**src/rtl/rv_link_pkg.sv**
```systemverilog
// Shared definitions for link-register aware jump handling: register width,
// link register indices and the return-address-stack action encoding.
package rv_link_pkg;

   localparam int XLEN = 32;

   localparam logic [4:0] LINK_RA = 5'd1;
   localparam logic [4:0] LINK_T0 = 5'd5;

   typedef enum logic [1:0] {
      RAS_NONE,
      RAS_PUSH,
      RAS_POP,
      RAS_POP_PUSH
   } ras_action_t;

   function automatic logic is_link(input logic [4:0] idx);
      return (idx == LINK_RA) || (idx == LINK_T0);
   endfunction

endpackage

```
**src/rtl/ras_hint_decode.sv**
```systemverilog
// Classifies a resolved jal/jalr into a return-address-stack action using
// the link-register usage of rd and rs1.
module ras_hint_decode
   import rv_link_pkg::*;
(
   input  logic        jump_valid,
   input  logic        jump_is_jalr,
   input  logic [4:0]  rd_index,
   input  logic [4:0]  rs1_index,
   output ras_action_t action
);

   logic rd_link;
   logic rs1_link;

   assign rd_link  = is_link(rd_index);
   assign rs1_link = is_link(rs1_index);

   always_comb begin
      action = RAS_NONE;
      if (jump_valid) begin
         if (!jump_is_jalr) begin
            action = rd_link ? RAS_PUSH : RAS_NONE;
         end else begin
            case ({rd_link, rs1_link})
               2'b01:   action = RAS_POP;
               2'b10:   action = RAS_PUSH;
               // ra/t0 swap is a coroutine switch; same register is a plain call
               2'b11:   action = (rd_index != rs1_index) ? RAS_POP_PUSH : RAS_PUSH;
               default: action = RAS_NONE;
            endcase
         end
      end
   end

endmodule

```
**src/rtl/return_address_stack.sv**
```systemverilog
// Circular return-address stack: pushes pc+4 on calls, pops on returns and
// flags a one-cycle mispredict when the popped prediction misses.
module return_address_stack
   import rv_link_pkg::*;
#(
   parameter int DEPTH = 8
)(
   input  logic                       clock,
   input  logic                       reset,
   input  logic                       flush,
   input  logic                       jump_valid,
   input  logic                       jump_is_jalr,
   input  logic [4:0]                 rd_index,
   input  logic [4:0]                 rs1_index,
   input  logic [XLEN-1:0]            pc,
   input  logic [XLEN-1:0]            next_pc,
   output logic                       top_valid,
   output logic [XLEN-1:0]            top_value,
   output logic [$clog2(DEPTH):0]     count,
   output logic                       mispredict
);

   localparam int PTR_W = $clog2(DEPTH);
   localparam int CNT_W = PTR_W + 1;

   ras_action_t action;

   logic [XLEN-1:0]  entries_q [DEPTH];
   logic [PTR_W-1:0] ptr_q, ptr_d;
   logic [CNT_W-1:0] count_q, count_d;
   logic             mispredict_q, mispredict_d;

   logic             wr_en;
   logic [PTR_W-1:0] wr_idx;
   logic [XLEN-1:0]  link_addr;
   logic             stack_empty;
   logic             target_hit;

   ras_hint_decode u_decode (
      .jump_valid   (jump_valid),
      .jump_is_jalr (jump_is_jalr),
      .rd_index     (rd_index),
      .rs1_index    (rs1_index),
      .action       (action)
   );

   assign link_addr   = pc + 32'd4;
   assign stack_empty = (count_q == '0);
   assign top_valid   = !stack_empty;
   assign top_value   = stack_empty ? '0 : entries_q[ptr_q];
   assign count       = count_q;
   assign mispredict  = mispredict_q;
   // bit 0 of a jalr target is architecturally cleared, so ignore it in the compare
   assign target_hit  = (top_value == (next_pc & ~32'd1));

   always_comb begin
      ptr_d        = ptr_q;
      count_d      = count_q;
      mispredict_d = 1'b0;
      wr_en        = 1'b0;
      wr_idx       = ptr_q;
      if (flush) begin
         ptr_d   = '0;
         count_d = '0;
      end else begin
         case (action)
            RAS_PUSH: begin
               ptr_d  = ptr_q + PTR_W'(1);
               wr_idx = ptr_q + PTR_W'(1);
               wr_en  = 1'b1;
               if (count_q != CNT_W'(DEPTH)) count_d = count_q + CNT_W'(1);
            end
            RAS_POP: begin
               mispredict_d = stack_empty || !target_hit;
               if (!stack_empty) begin
                  ptr_d   = ptr_q - PTR_W'(1);
                  count_d = count_q - CNT_W'(1);
               end
            end
            RAS_POP_PUSH: begin
               mispredict_d = stack_empty || !target_hit;
               wr_en        = 1'b1;
               if (stack_empty) begin
                  ptr_d   = ptr_q + PTR_W'(1);
                  wr_idx  = ptr_q + PTR_W'(1);
                  count_d = CNT_W'(1);
               end
            end
            default: ;
         endcase
      end
   end

   always_ff @(posedge clock or posedge reset) begin
      if (reset) begin
         ptr_q        <= '0;
         count_q      <= '0;
         mispredict_q <= 1'b0;
         for (int i = 0; i < DEPTH; i++) entries_q[i] <= '0;
      end else begin
         ptr_q        <= ptr_d;
         count_q      <= count_d;
         mispredict_q <= mispredict_d;
         if (wr_en) entries_q[wr_idx] <= link_addr;
      end
   end

endmodule
```
**config.mk**
```make
export PLATFORM = sky130hd
export DESIGN_NAME = return_address_stack
export DESIGN_NICKNAME = d
export VERILOG_FILES = /design/src/rtl/rv_link_pkg.sv /design/src/rtl/ras_hint_decode.sv /design/src/rtl/return_address_stack.sv
export SDC_FILE = /design/constraint.sdc
export NUM_CORES = 1
export LEC_CHECK = 0
export ABC_AREA = 1
export BUFFER_PORTS_ARGS = -buffer_cell sky130_fd_sc_hd__buf_2
export CORE_MARGIN = 2
export CORE_UTILIZATION = 35
export DETAILED_ROUTE_END_ITERATION = 10
export GPL_ROUTABILITY_DRIVEN = 1
export PLACE_DENSITY_LB_ADDON = 0.05
export RECOVER_POWER = 100
export SYNTH_ARGS = -nofsm -noshare
export SYNTH_HDL_FRONTEND = slang
export SYNTH_SLANG_ARGS = --single-unit
```
**constraint.sdc**
```tcl
create_clock -name clock -period 26.4 [get_ports clock]
set_input_delay 3.96 -clock clock [delete_from_list [all_inputs] [get_ports clock]]
set_output_delay 3.96 -clock clock [all_outputs]
set_load 0.01 [all_outputs]
```
Word level (Yosys, flattened, before mapping)
Index checks and enable logic that the tools add are counted.

Magnitude comparators: 3. Bitwise operators: 2. Mux-type cells: 27. Eq/ne operators: 16. $add $sub $neg: 5. Reductions and logical operators: 12.

Operators by type and width (number): bitwise mux 256 bit (1); two-way mux 32 bit (4); binary-select mux 32 bit (select 3 bit) (1); demux 32 bit (select 3 bit) (1); adder 32 x 3 -> 32 bit, second input constant (1); equality test 32 bit (1); two-way mux 4 bit (4); two-way mux 3 bit (4); one-hot mux 4 bit (3 select lines) (1); equality test 5 x 1 -> 1 bit, second input constant (2); equality test 5 x 3 -> 1 bit, second input constant (2); != test 3 bit, second input constant (3); one-hot mux 3 bit (3 select lines) (1); equality test 2 bit, second input constant (4); greater-or-equal comparator 4 bit, second input constant (2); inverter 3 -> 4 bit (2); two-way mux 2 bit (3); one-hot mux 2 bit (3 select lines) (1); one-hot mux 3 bit (2 select lines) (1); two-way mux 1 bit (5); != test 5 bit (1); adder 4 x 1 -> 4 bit, second input constant (1); equality test 2 x 1 -> 1 bit, second input constant (2); zero test 4 bit (1); 12 further kinds (16).

Output and inout port bits: 38. Word-level logic and storage cells: 76. Register bits after elaboration: 264. Input port bits: 79.

Depth between registers and ports, before layout
Word-level depth: 15. Gate-level depth with buffers: 18. Mapped depth without buffers: 15.

Cells and area by module
A second synthesis with hierarchy kept.

Cell total of the unflattened synthesis: 2091. Area total of the unflattened synthesis: 14626.5 um2.

Modules (own cells, without submodules): return_address_stack (cells an instance 2073, area an instance 14555.2 um2, seq. area each 6606.3 um2, instances 1); ras_hint_decode (cells an instance 18, area an instance 71.3 um2, seq. area each 0.0 um2, instances 1).

Least setup slack after synthesis
No wires, ideal clock.

Kind: input to register. Start: input port rs1_index[3]. End: register count_q[3] (netlist: count[3]). Arrival time: 5.615 ns. Buffers on the path: 0. Library setup time: 0.083 ns. Required time: 26.317 ns. Path slack: 20.702 ns. Stages on the path: 13. Path through: nor2_1 > nand4_2 > a21oi_4 > nand2_1 > inv_1 > ha_1 > a21oi_1 > nand2_1 > xor2_1 > nor2_1 > a211oi_1 > nand2_1 > o21ai_0.

Cells in the longest elaborated chain, start to end: 9. Elaborated cells on any way between the ends: 21. Those cells by class: eq/ne: 12; mux: 6; reduce/logical: 3.

RTL lines: from (decl) (line return_address_stack.sv:14) `input logic [4:0] rs1_index,`; equality test 5 x 1 -> 1 bit / equality test 5 x 3 -> 1 bit (equally long branches) (line rv_link_pkg.sv:18) `return (idx == LINK_RA) || (idx == LINK_T0);`; logical OR 1 bit (line rv_link_pkg.sv:18); equality test 2 bit / equality test 2 x 1 -> 1 bit (equally long branches) (line ras_hint_decode.sv:25) `case ({rd_link, rs1_link})`; one-hot mux 2 bit (3 select lines) * (line ras_hint_decode.sv:25); two-way mux 2 bit * (line ras_hint_decode.sv:22) `if (!jump_is_jalr) begin`; two-way mux 2 bit * (line ras_hint_decode.sv:21) `if (jump_valid) begin`; equality test 2 x 1 -> 1 bit / equality test 2 bit (equally long branches) (line return_address_stack.sv:66) `case (action)`; != test 3 bit (no source line) (tied with other cells); AND reduction 4 bit (no source line) / two-way mux 4 bit (equally long branches); to (signal assigned) (line return_address_stack.sv:102) `count_q <= count_d;`; to (decl) (line return_address_stack.sv:30) `logic [CNT_W-1:0] count_q, count_d;`.

Mark *: on every way between the ends. The rest lies on a longest branch, timed or not. A chain may end at the register's enable or synchronous reset.

Final worst setup path
Start: register ptr_q[1]. End: register entries_q[97] (netlist name).

Cells in the longest elaborated chain, start to end: 10. Elaborated cells on any way between the ends: 11. Those cells by class: add/sub: 1; order compare: 2; mux: 6; bitwise: 1; reduce/logical: 1.

RTL lines: from (decl) (line return_address_stack.sv:29) `logic [PTR_W-1:0] ptr_q, ptr_d;`; from (signal assigned) (line return_address_stack.sv:101) `ptr_q <= ptr_d;`; adder 3 x 1 -> 3 bit (line return_address_stack.sv:69, return_address_stack.sv:85); two-way mux 3 bit; one-hot mux 3 bit (2 select lines) (line return_address_stack.sv:66); two-way mux 3 bit * (line return_address_stack.sv:62) `if (flush) begin`; inverter 3 -> 4 bit (implied by the code) * (line return_address_stack.sv:104) `if (wr_en) entries_q[wr_idx] <= link_addr;`; greater-or-equal comparator 4 bit (implied by the code) / < comparator 4 x 1 -> 1 bit (equally long branches) (line return_address_stack.sv:104); logical AND 1 bit (implied by the code) (line return_address_stack.sv:104); two-way mux 32 bit (implied by the code) (line return_address_stack.sv:104); demux 32 bit (select 3 bit) * (line return_address_stack.sv:104); bitwise mux 256 bit * (line return_address_stack.sv:104); to (signal, indexed assignment) (line return_address_stack.sv:104); to (decl) (line return_address_stack.sv:28) `logic [XLEN-1:0] entries_q [DEPTH];`.

Marks and branches as above.

==> results.json <==
{
  "outcome": "complete, but fails checks",
  "violations": "max-capacitance violations, max-slew violations",
  "grt_remaining_overflow": 0,
  "report.power.total_mw": 1.15,
  "cts_htree_levels": 2,
  "path_max_fanout": 72,
  "drt-vias-per-instance": 5.06,
  "tritoncts.num_buffers": 34,
  "clock_insertion_delay_worst_skew_ns": 0.53,
  "fin_nets": 2369,
  "syn-num-nets": 2336,
  "drt-wirelength-per-cell_um": 19.0,
  "final.setup_skew_ns": 0.0129,
  "antenna_violating_nets_post_route": 0,
  "cts_repair_resize_count": 0,
  "grt_first_pass_wirelength_mm": 86.0,
  "final.fill_count": 4833,
  "tritoncts": "done",
  "synth-seq-area-share_pct": 42.4,
  "core_region_area_mm2": 0.0440,
  "worst_slew_margin_relative_to_its_limit_pct": -260,
  "place.detailed.hpwl_mm": 31.9,
  "die_height_um": 215,
  "finalMaxSlewViolations": 756,
  "report.final.hold_viol_count": 0,
  "initial_cell_density_of_the_core_pct": 35.4,
  "totalWireLength_mm": 55.2,
  "synth_warn": 0,
  "min-delay-path-class": "reg -> reg",
  "synth_seq_cells": 264,
  "syn-cell-area_mm2": 0.0156,
  "design.portCount": 117,
  "critical_path.startpoint_type": "flop",
  "synth_top_area_share_pct": 42.4,
  "rsz0062_at_grt": "no",
  "number_of_antenna_violations_at_the_first_check_in_global_routing": 2,
  "syn-instance-count": 2251,
  "cts.reportedPaths.clkPinSlew_ns": 0.06,
  "grt_start_max_net_pins": 154,
  "avgSynthCellArea_um2": 6.91,
  "row_count": 77,
  "detail_route.iter0.violations": 1132,
  "layout_worst_path_cycle_share_pct": 59.3,
  "postCtsHoldBufs": 0,
  "timing_limited_maximum_frequency_mhz": 63.9,
  "clock_tree.buffer_depth": 3,
  "power_per_cell_area_mw_per_mm2": 66.8,
  "layout_overhead_on_the_synthesized_area_pct": 10.5,
  "root_buffer_cell": "clkbuf_16",
  "post_cts_buffers": 0,
  "cp_capture_type": "flop",
  "synth_enable_flop_cells": 0,
  "cts.sinks": 264,
  "fin_setup_tns_ns": 0,
  "firstDrtPassIters": 5,
  "weighted_congestion_at_the_end_of_routability_driven_global_placement": 0.868,
  "port-buffer-count": 115,
  "die-width_um": 215,
  "synthArstFlopShare_pct": 100,
  "antenna-diode-count": 0,
  "cap_violations": 15,
  "first_global_vias": 14000,
  "critical_path_arrival_ns": 16.00,
  "vias": 14700,
  "synth_ff_type": "dfrtp_1",
  "max-vdd-ir-drop_v": 0.0000318,
  "gr-usage-all-layers_pct": 24.1,
  "synth.lib_cells_used.distinct": 44,
  "post-synth-top-area-cell": "dfrtp_1",
  "power.leakage_nw": 9.25,
  "tightest_slew_ns": 5.38,
  "worstSetupPathType": "reg -> reg",
  "critPathRequiredTime_ns": 26.74,
  "floorplan.die_area_mm2": 0.0462,
  "setup_viol": 0,
  "min_period_ns": 15.66,
  "ys_top_cells_by_area": "dfrtp_1 (42%), nand2_1 (26%), nand4_1 (7.4%)",
  "drive_above_1_share_pct": 7.24,
  "remaining_drc_errors": 0
}
## worst max-delay path, stage by stage (launching register included)
cell	delay [ns]
dfrtp_2	0.38
clkbuf_1	0.74
clkinv_1	0.16
clkbuf_1	3.21
ha_1	0.70
o21ai_0	0.24
nand2_1	0.09
nand3_1	0.15
o21ai_4	0.07
clkbuf_1	1.19
inv_1	1.11
clkbuf_1	3.00
nand3_1	3.35
o21ai_0	0.96
## state kept, by name, indices dropped and copies added (netlist names)
signal      count
ptr_q           3
mispredict      1
entries_q     256
count           4
## cells in the final DEF, fill, tap and decap left out, types with 6 or more instances in the layout
cell type,count
nor4_1,6
nand2_1,1066
inv_1,216
nor2_1,61
clkbuf_8,9
nand4_1,184
nor3_1,13
clkbuf_16,37
nand3_1,123
o21ai_0,106
xor2_1,21
buf_4,14
buf_2,80
dfrtp_1,262
clkbuf_1,55
## where the power goes
group | internal (mW) | switching, mW
Sequential | 0.428 | 0.0151
Combinational | 0.0598 | 0.183
Clock | 0.281 | 0.182
Total | 0.769 | 0.379
## metrics by stage
stage	instances	util [%]	area [um2]	hold WS, ns	setup WS (ns)
global route	2900	39.0	17200	0.483	9.86
finish	2900	39.0	17200	0.463	10.74
floorplan	2251	-	15600	0.437	15.17
CTS	2900	39.4	17400	0.468	18.61
global placement	2840	36.9	16300	0.449	18.14
detailed placement	2840	36.9	16300	0.454	18.13
## worst paths after layout
check / cells after the start / end / slack [ns] / start
worst max register to register: 13 / entries_q[97] / 10.74 / ptr_q[1]
worst min-delay path: 2 / entries_q[247] / 0.46 / entries_q[247]
worst max-delay path: 13 / entries_q[97] / 10.74 / ptr_q[1]
worst min register to register: 2 / entries_q[247] / 0.46 / entries_q[247]
max in group asynchronous: 2 / ptr_q[0] / 18.32 / reset
min in group asynchronous: 2 / entries_q[61] / 5.08 / reset
## layer usage
metal	track usage, %	wire (um)
met3	4.10	3350
met5	0	0
met4	6.25	1260
met1	34.5	26400
met2	37.6	24200
## logic make-up (layout without fill, tap and decap cells)
kind of cell / after synthesis / in the layout / share of synthesized area [%]
simple gates: 1469 / 1469 / 40.4
fa+ha+maj: 6 / 6 / 0.531
xor+xnor: 27 / 27 / 1.57
compound gates: 119 / 119 / 4.04
flops: 264 / 264 / 42.4
buf+inv: 366 / 423 / 11.0
## synth_stat cells, types with 3 or more instances
cell	n
nand2_1	1064
dfrtp_1	264
inv_1	217
nand4_1	184
nand3_1	115
buf_2	75
o21ai_1	67
nor2_1	62
o21ai_0	39
buf_6	27
clkbuf_1	26
xor2_1	21
nor3_1	13
buf_4	11
inv_2	6
nand3_2	6
nor4_1	6
ha_1	5
nor2_2	5
xnor2_1	5
a21oi_1	4
nand2_2	3
## cell type report
type	count	area, um2	area share [%]
Clock buffer	59	1100	6.39
Clock inverter	1	5.00	0.0291
Inverter	226	853	4.96
Multi-Input combinational cell	1621	7200	41.9
Sequential cell	264	6610	38.5
Tap cell	592	741	4.31
Timing Repair Buffer	137	683	3.97
(Power assumes the default switching activity.)
